--- src/rtl/pea_enable_scheduler_if.sv ---
// Command/population inputs and firing-control outputs between the PEA enable
// scheduler (master) and the FIFO/core side (slave).
interface pea_enable_scheduler_if #(
    parameter int word_size = 16
);
    logic [word_size-1:0] command_in;
    logic [word_size-1:0] command_pop;
    logic [word_size-1:0] data_pop;
    logic [word_size-1:0] result_free_space;
    logic [word_size-1:0] status_free_space;
    logic                 FC;
    logic                 invoke;
    logic [1:0]           next_instr;
    logic [7:0]           instr;
    logic [3:0]           arg_N;
    logic [4:0]           arg_b;
    logic                 busy;
    logic                 timeout;
    logic [15:0]          firing_count;

    modport master (
        input  command_in, command_pop, data_pop, result_free_space,
               status_free_space, FC,
        output invoke, next_instr, instr, arg_N, arg_b, busy, timeout,
               firing_count
    );

    modport slave (
        output command_in, command_pop, data_pop, result_free_space,
               status_free_space, FC,
        input  invoke, next_instr, instr, arg_N, arg_b, busy, timeout,
               firing_count
    );
endinterface

--- src/rtl/pea_enable_scheduler.sv ---
// Firing scheduler for the PEA core: decodes the head command, waits for its
// enable condition, pulses invoke and tracks completion with a watchdog.
module pea_enable_scheduler #(
    parameter int word_size      = 16,
    parameter int buffer_size    = 1024,
    parameter int timeout_cycles = 4096
) (
    input logic                   clk,
    input logic                   rst,
    pea_enable_scheduler_if.master bus
);
    localparam int W1    = word_size + 1;
    localparam int WD_W  = (timeout_cycles > 1) ? $clog2(timeout_cycles) : 1;
    localparam logic [WD_W-1:0] WD_LAST = WD_W'(timeout_cycles - 1);

    localparam logic [1:0] CLS_STP = 2'b00;
    localparam logic [1:0] CLS_EVP = 2'b01;
    localparam logic [1:0] CLS_RST = 2'b10;
    localparam logic [1:0] CLS_INV = 2'b11;

    // Populations up to buffer_size must be representable in word_size bits.
    if (timeout_cycles < 1 || buffer_size >= (2 ** word_size)) begin : g_bad_params
        $error("pea_enable_scheduler: illegal parameter combination");
    end

    typedef enum logic [2:0] {
        S_IDLE, S_DECODE, S_CHECK, S_INVOKE, S_WAIT
    } state_t;

    state_t            state, state_nxt;
    logic [WD_W-1:0]   wd_cnt;
    logic [1:0]        next_instr_q;
    logic [7:0]        instr_q;
    logic [3:0]        arg_n_q;
    logic [4:0]        arg_b_q;
    logic              timeout_q;
    logic [15:0]       firing_count_q;
    logic              enable_ok;
    logic              fc_done;
    logic              wd_expired;
    logic [W1-1:0]     stp_need;
    logic [W1-1:0]     evp_need;

    function automatic logic [1:0] decode_class(input logic [7:0] op, input logic [4:0] a2);
        logic [1:0] cls;
        cls = CLS_INV;
        case (op)
            8'h01:   cls = CLS_STP;
            8'h02:   cls = (a2 != 5'd0) ? CLS_EVP : CLS_INV;
            8'h03:   cls = CLS_RST;
            default: cls = CLS_INV;
        endcase
        return cls;
    endfunction

    function automatic logic at_least(input logic [word_size-1:0] have, input logic [W1-1:0] need);
        return {1'b0, have} >= need;
    endfunction

    assign stp_need = W1'(arg_n_q) + W1'(1);
    assign evp_need = W1'(arg_b_q);

    always_comb begin
        enable_ok = 1'b0;
        case (next_instr_q)
            CLS_STP: enable_ok = at_least(bus.data_pop, stp_need)
                              && at_least(bus.status_free_space, W1'(1));
            CLS_EVP: enable_ok = at_least(bus.data_pop, evp_need)
                              && at_least(bus.result_free_space, evp_need)
                              && at_least(bus.status_free_space, W1'(1));
            default: enable_ok = at_least(bus.status_free_space, W1'(1));
        endcase
    end

    assign fc_done    = (state == S_WAIT) && bus.FC;
    assign wd_expired = (state == S_WAIT) && !bus.FC && (wd_cnt == WD_LAST);

    always_ff @(posedge clk) begin
        if (rst) state <= S_IDLE;
        else     state <= state_nxt;
    end

    always_comb begin
        state_nxt = state;
        case (state)
            S_IDLE:   if (bus.command_pop != '0) state_nxt = S_DECODE;
            S_DECODE: state_nxt = S_CHECK;
            S_CHECK:  if (enable_ok) state_nxt = S_INVOKE;
            S_INVOKE: state_nxt = S_WAIT;
            S_WAIT:   if (fc_done || wd_expired) state_nxt = S_IDLE;
            default:  state_nxt = S_IDLE;
        endcase
    end

    always_comb begin
        bus.invoke = (state == S_INVOKE);
        bus.busy   = (state != S_IDLE);
    end

    always_ff @(posedge clk) begin
        if (rst) begin
            next_instr_q   <= CLS_STP;
            instr_q        <= '0;
            arg_n_q        <= '0;
            arg_b_q        <= '0;
            wd_cnt         <= '0;
            timeout_q      <= 1'b0;
            firing_count_q <= '0;
        end else begin
            if (state == S_DECODE) begin
                instr_q      <= bus.command_in[15:8];
                arg_n_q      <= bus.command_in[3:0];
                arg_b_q      <= bus.command_in[4:0];
                next_instr_q <= decode_class(bus.command_in[15:8], bus.command_in[4:0]);
            end
            // Watchdog restarts with every firing and only advances while waiting.
            if (state == S_INVOKE)    wd_cnt <= '0;
            else if (state == S_WAIT) wd_cnt <= wd_cnt + 1'b1;
            if (fc_done)    firing_count_q <= firing_count_q + 16'd1;
            if (wd_expired) timeout_q      <= 1'b1;
        end
    end

    assign bus.next_instr   = next_instr_q;
    assign bus.instr        = instr_q;
    assign bus.arg_N        = arg_n_q;
    assign bus.arg_b        = arg_b_q;
    assign bus.timeout      = timeout_q;
    assign bus.firing_count = firing_count_q;
endmodule

--- src/flat_wrapper.sv ---
// flat-port wrapper written by rule: the top's interface ports become plain ports
module pea_enable_scheduler_flat 
#(
    parameter int word_size      = 16,
    parameter int buffer_size    = 1024,
    parameter int timeout_cycles = 4096
)
  (clk, rst, bus_command_in, bus_command_pop, bus_data_pop, bus_result_free_space, bus_status_free_space, bus_FC, bus_invoke, bus_next_instr, bus_instr, bus_arg_N, bus_arg_b, bus_busy, bus_timeout, bus_firing_count);
  pea_enable_scheduler_if #(.word_size(word_size)) bus_i ();
  input logic clk;
  input logic rst;
  input wire logic [$bits(bus_i.command_in)-1:0] bus_command_in;
  input wire logic [$bits(bus_i.command_pop)-1:0] bus_command_pop;
  input wire logic [$bits(bus_i.data_pop)-1:0] bus_data_pop;
  input wire logic [$bits(bus_i.result_free_space)-1:0] bus_result_free_space;
  input wire logic [$bits(bus_i.status_free_space)-1:0] bus_status_free_space;
  input wire logic [$bits(bus_i.FC)-1:0] bus_FC;
  output wire logic [$bits(bus_i.invoke)-1:0] bus_invoke;
  output wire logic [$bits(bus_i.next_instr)-1:0] bus_next_instr;
  output wire logic [$bits(bus_i.instr)-1:0] bus_instr;
  output wire logic [$bits(bus_i.arg_N)-1:0] bus_arg_N;
  output wire logic [$bits(bus_i.arg_b)-1:0] bus_arg_b;
  output wire logic [$bits(bus_i.busy)-1:0] bus_busy;
  output wire logic [$bits(bus_i.timeout)-1:0] bus_timeout;
  output wire logic [$bits(bus_i.firing_count)-1:0] bus_firing_count;
  assign bus_i.command_in = bus_command_in;
  assign bus_i.command_pop = bus_command_pop;
  assign bus_i.data_pop = bus_data_pop;
  assign bus_i.result_free_space = bus_result_free_space;
  assign bus_i.status_free_space = bus_status_free_space;
  assign bus_i.FC = bus_FC;
  assign bus_invoke = bus_i.invoke;
  assign bus_next_instr = bus_i.next_instr;
  assign bus_instr = bus_i.instr;
  assign bus_arg_N = bus_i.arg_N;
  assign bus_arg_b = bus_i.arg_b;
  assign bus_busy = bus_i.busy;
  assign bus_timeout = bus_i.timeout;
  assign bus_firing_count = bus_i.firing_count;
  pea_enable_scheduler #(.word_size(word_size), .buffer_size(buffer_size), .timeout_cycles(timeout_cycles)) u_core (.clk(clk), .rst(rst), .bus(bus_i));
endmodule
--- config.mk ---
export PLATFORM = sky130hd
export DESIGN_NAME = pea_enable_scheduler_flat
export DESIGN_NICKNAME = d
export VERILOG_FILES = /design/src/rtl/pea_enable_scheduler_if.sv /design/src/rtl/pea_enable_scheduler.sv /design/src/flat_wrapper.sv
export SDC_FILE = /design/constraint.sdc
export NUM_CORES = 1
export LEC_CHECK = 0
export ABC_AREA = 1
export CAP_MARGIN = 20
export CORE_ASPECT_RATIO = 1.75
export CORE_MARGIN = 4
export CORE_UTILIZATION = 38
export DETAILED_ROUTE_END_ITERATION = 8
export PLACE_DENSITY_LB_ADDON = 0.3
export SYNTH_ARGS = -nofsm -noshare
export SYNTH_HDL_FRONTEND = slang
export SYNTH_SLANG_ARGS = --single-unit
--- constraint.sdc ---
create_clock -name clk -period 1.9 [get_ports clk]
set_clock_uncertainty 0.15 [all_clocks]
set_input_delay 0.19 -clock clk [delete_from_list [all_inputs] [get_ports clk]]
set_output_delay 0.19 -clock clk [all_outputs]
set_load 0.01 [all_outputs]
==> reports/results.ini <==
[setup_path]
critPathKind = reg -> reg
worst_setup_path_end_kind = flip-flop
cp.required_ns = 1.93
crit_arrival_ns = 1.95
path_max_fanout = 2
start_kind = flip-flop

[timing]
finalSetupViolCount = 1
fin_hold_ws_ns = 0.3358
finalSetupTns_ns = -0.01631
rsz0062_at_grt = yes
layout_min_cycle_time_ns = 1.916
final-hold-violation-count = 0
maxSlewHeadroom = 0.6279
tightest_slew_ns = 0.5575
slew_violations = 0
fmax_mhz = 521.8
setup_slack_ns = -0.01631
period_share = 1.009

[layout]
final_cell_mix = 116 x clkdlybuf4s50_1, 67 x nand2_1, 63 x nor2_1, 54 x inv_1, 43 x dfxtp_1
stdcell_count = 600
synthToLayoutAreaGrowth_pct = 57.81
final_util = 0.6167
drive_above_1_share = 0.08527
final_common_cell = clkdlybuf4s50_1
diodes = 0
final_nets = 617

[routing]
viasPerCell = 4.953
vias = 2972
postRouteAntennaNets = 0
dr.pass1.iters = 5
wl_per_cell_microns = 13.43
drt-initial-drc-count = 74
drt-total-wl_mm = 8.055
drc = 0

[min_path]
hp-class = reg -> reg

[clock_network]
cts.htree.levels = 2
path_clk_slew_ns = 0.06
cts_root_buf = clkbuf_16
cts.hold.buffers_added = 0
cts_tree = yes
clkLatencyLatePin_ns = 0.29
max-clock-path-buffers = 2
cts_made_buffers = 5
clock-sinks = 47

[power]
internal_power_mw = 2.008
seq_power_share = 0.400
power_mw = 2.679
leakage_nw = 1.728
p_sw_uw = 671.2
p_per_area_nw_per_um2 = 629.0
max-vdd-ir-drop_uv = 610.2
p_sw_frac = 0.2505
p_clk_frac = 0.364
p_comb_frac = 0.237

[die]
die_x_microns = 71.71
rows = 40
start_util = 0.3908
die_h_microns = 119.5
die-area_sq_um = 8568
fp.coreArea_sq_um = 6907
io_pins = 121

[logic_synthesis]
syn_inst = 387
seq_area_frac_synth = 0.3486
syn_area_per_cell_sq_um = 6.974
async_flop_share = 0
netlist-cell-type-count = 37
ys_warn_count = 0
synth-seq-cells = 47
synth_area_sq_um = 2699
synth_edf_count = 0
synth.net_count = 488
synth_ff_type = dfxtp_1

[outcome]
violations = negative setup slack
status = complete, but fails checks

[placement]
portBuffers = 117
hpwl_mm = 6.573
placed_cells = 590
gp_congestion = 0.8323

[global_route]
antenna_found_initial = 0
grt_pass1_wl_mm = 13.19
grt_usage = 0.1902
grt_overflow = 0
grt_max_degree = 22
first_global_vias = 2961

[run]
max_cap_violations = 0

==> power by group through the flow <==
stage	Combinational, mW	Clock [mW]	Sequential [mW]
detailed placement	0.620	0	1.09
global route	0.705	1.03	1.08
finish	0.634	0.974	1.07
global placement	0.601	0	1.09
CTS	0.639	0.995	1.07
floorplan	0.251	0	1.11
==> worst paths after layout <==
kind,endpoint,depth (start not counted),from,slack [ns]
hold reg to reg,u_core.bus.instr[3],2,u_core.bus.instr[3],0.34
hold / removal,u_core.bus.instr[3],2,u_core.bus.instr[3],0.34
setup reg to reg,u_core.state[0],15,u_core.bus.arg_b[0],-0.02
setup / recovery,u_core.state[0],15,u_core.bus.arg_b[0],-0.02
==> layer usage <==
layer | global-route usage | part of all wire
met4 | 0.05882 | 0.018
met1 | 0.1924 | 0.36
met3 | 0.03547 | 0.047
met5 | 0 | 0
met2 | 0.3744 | 0.57
==> synthesized netlist by cell type, drive strengths merged, types with 2 or more instances <==
master  count  area [sq um]
nand2      69         269.0
nor2       66         269.0
inv        55         206.4
dfxtp      47         940.9
a21oi      32         160.2
nor3       20         127.6
o21ai      20         100.1
ha         18         225.2
nand3      12         65.06
nand4       8         50.05
nor4        6         37.54
buf         5         35.03
clkbuf      5         18.77
o21a        4         30.03
xnor2       3         26.28
a31oi       2         12.51
nand3b      2         15.01
nor3b       2         20.02
o211ai      2         15.01
o221a       2         22.52
==> state kept, by name, indices dropped and copies added, names as in the netlist <==
name / cells
u_core.bus.instr: 8
u_core.bus.firing_count: 16
u_core.bus.timeout: 1
u_core.wd_cnt: 12
u_core.bus.next_instr: 2
u_core.state: 3
u_core.bus.arg_b: 5
==> cell type report <==
| cell class | count | area (sq um) |
|---|---|---|
| fillers | 649 | 2648 |
| multi-input cells | 274 | 1545 |
| repair buffers | 132 | 1294 |
| flip-flops and latches | 47 | 945.9 |
| inverters | 56 | 210.2 |
| clock buffers | 6 | 128.9 |
| well taps | 84 | 105.1 |
| clock inverters | 1 | 30.03 |
==> metrics by stage <==
step | instance area (sq um) | setup WS [ns]
final | 4259 | -0.01631
after global routing | 4259 | -0.1549
after CTS | 4240 | -0.03373
after detailed placement | 4014 | -0.1178
after global placement | 4014 | -0.06602
after floorplan | 2701 | 0.02604
==> repair_timing <==
item | 4_1_cts | 5_1_grt
buffers inserted | 3 | 0
cloned | 0 | 0
gates resized for setup | 8 | 6
pin swaps | 1 | 0
setup endpoints to repair | 2 | 3
==> worst max-delay path, stage by stage, from the launching register on <==
cell and delay, ns:
dfxtp_2 0.34, ha_4 0.16, xnor2_1 0.12, ha_1 0.29, nand2_1 0.07, inv_1 0.03, nand2_1 0.05, nand2_1 0.06
nand2_1 0.07, nand2_1 0.05, a21oi_1 0.11, nand2_1 0.06, nand2_1 0.07, nand2_1 0.05, nand3_1 0.07, nor2_1 0.05
==> cells by family after synthesis <==
logic type                 count (synthesis)  synth area share
DFF                                       47            0.3486
buffers and inverters                     66           0.09782
adders and majority gates                 18           0.08345
and+or+nand+nor                          187            0.3208
xor gates and xnor gates                   4           0.01298
AOI/OAI and AO/OA                         65            0.1363
(Power assumes the default switching activity.)
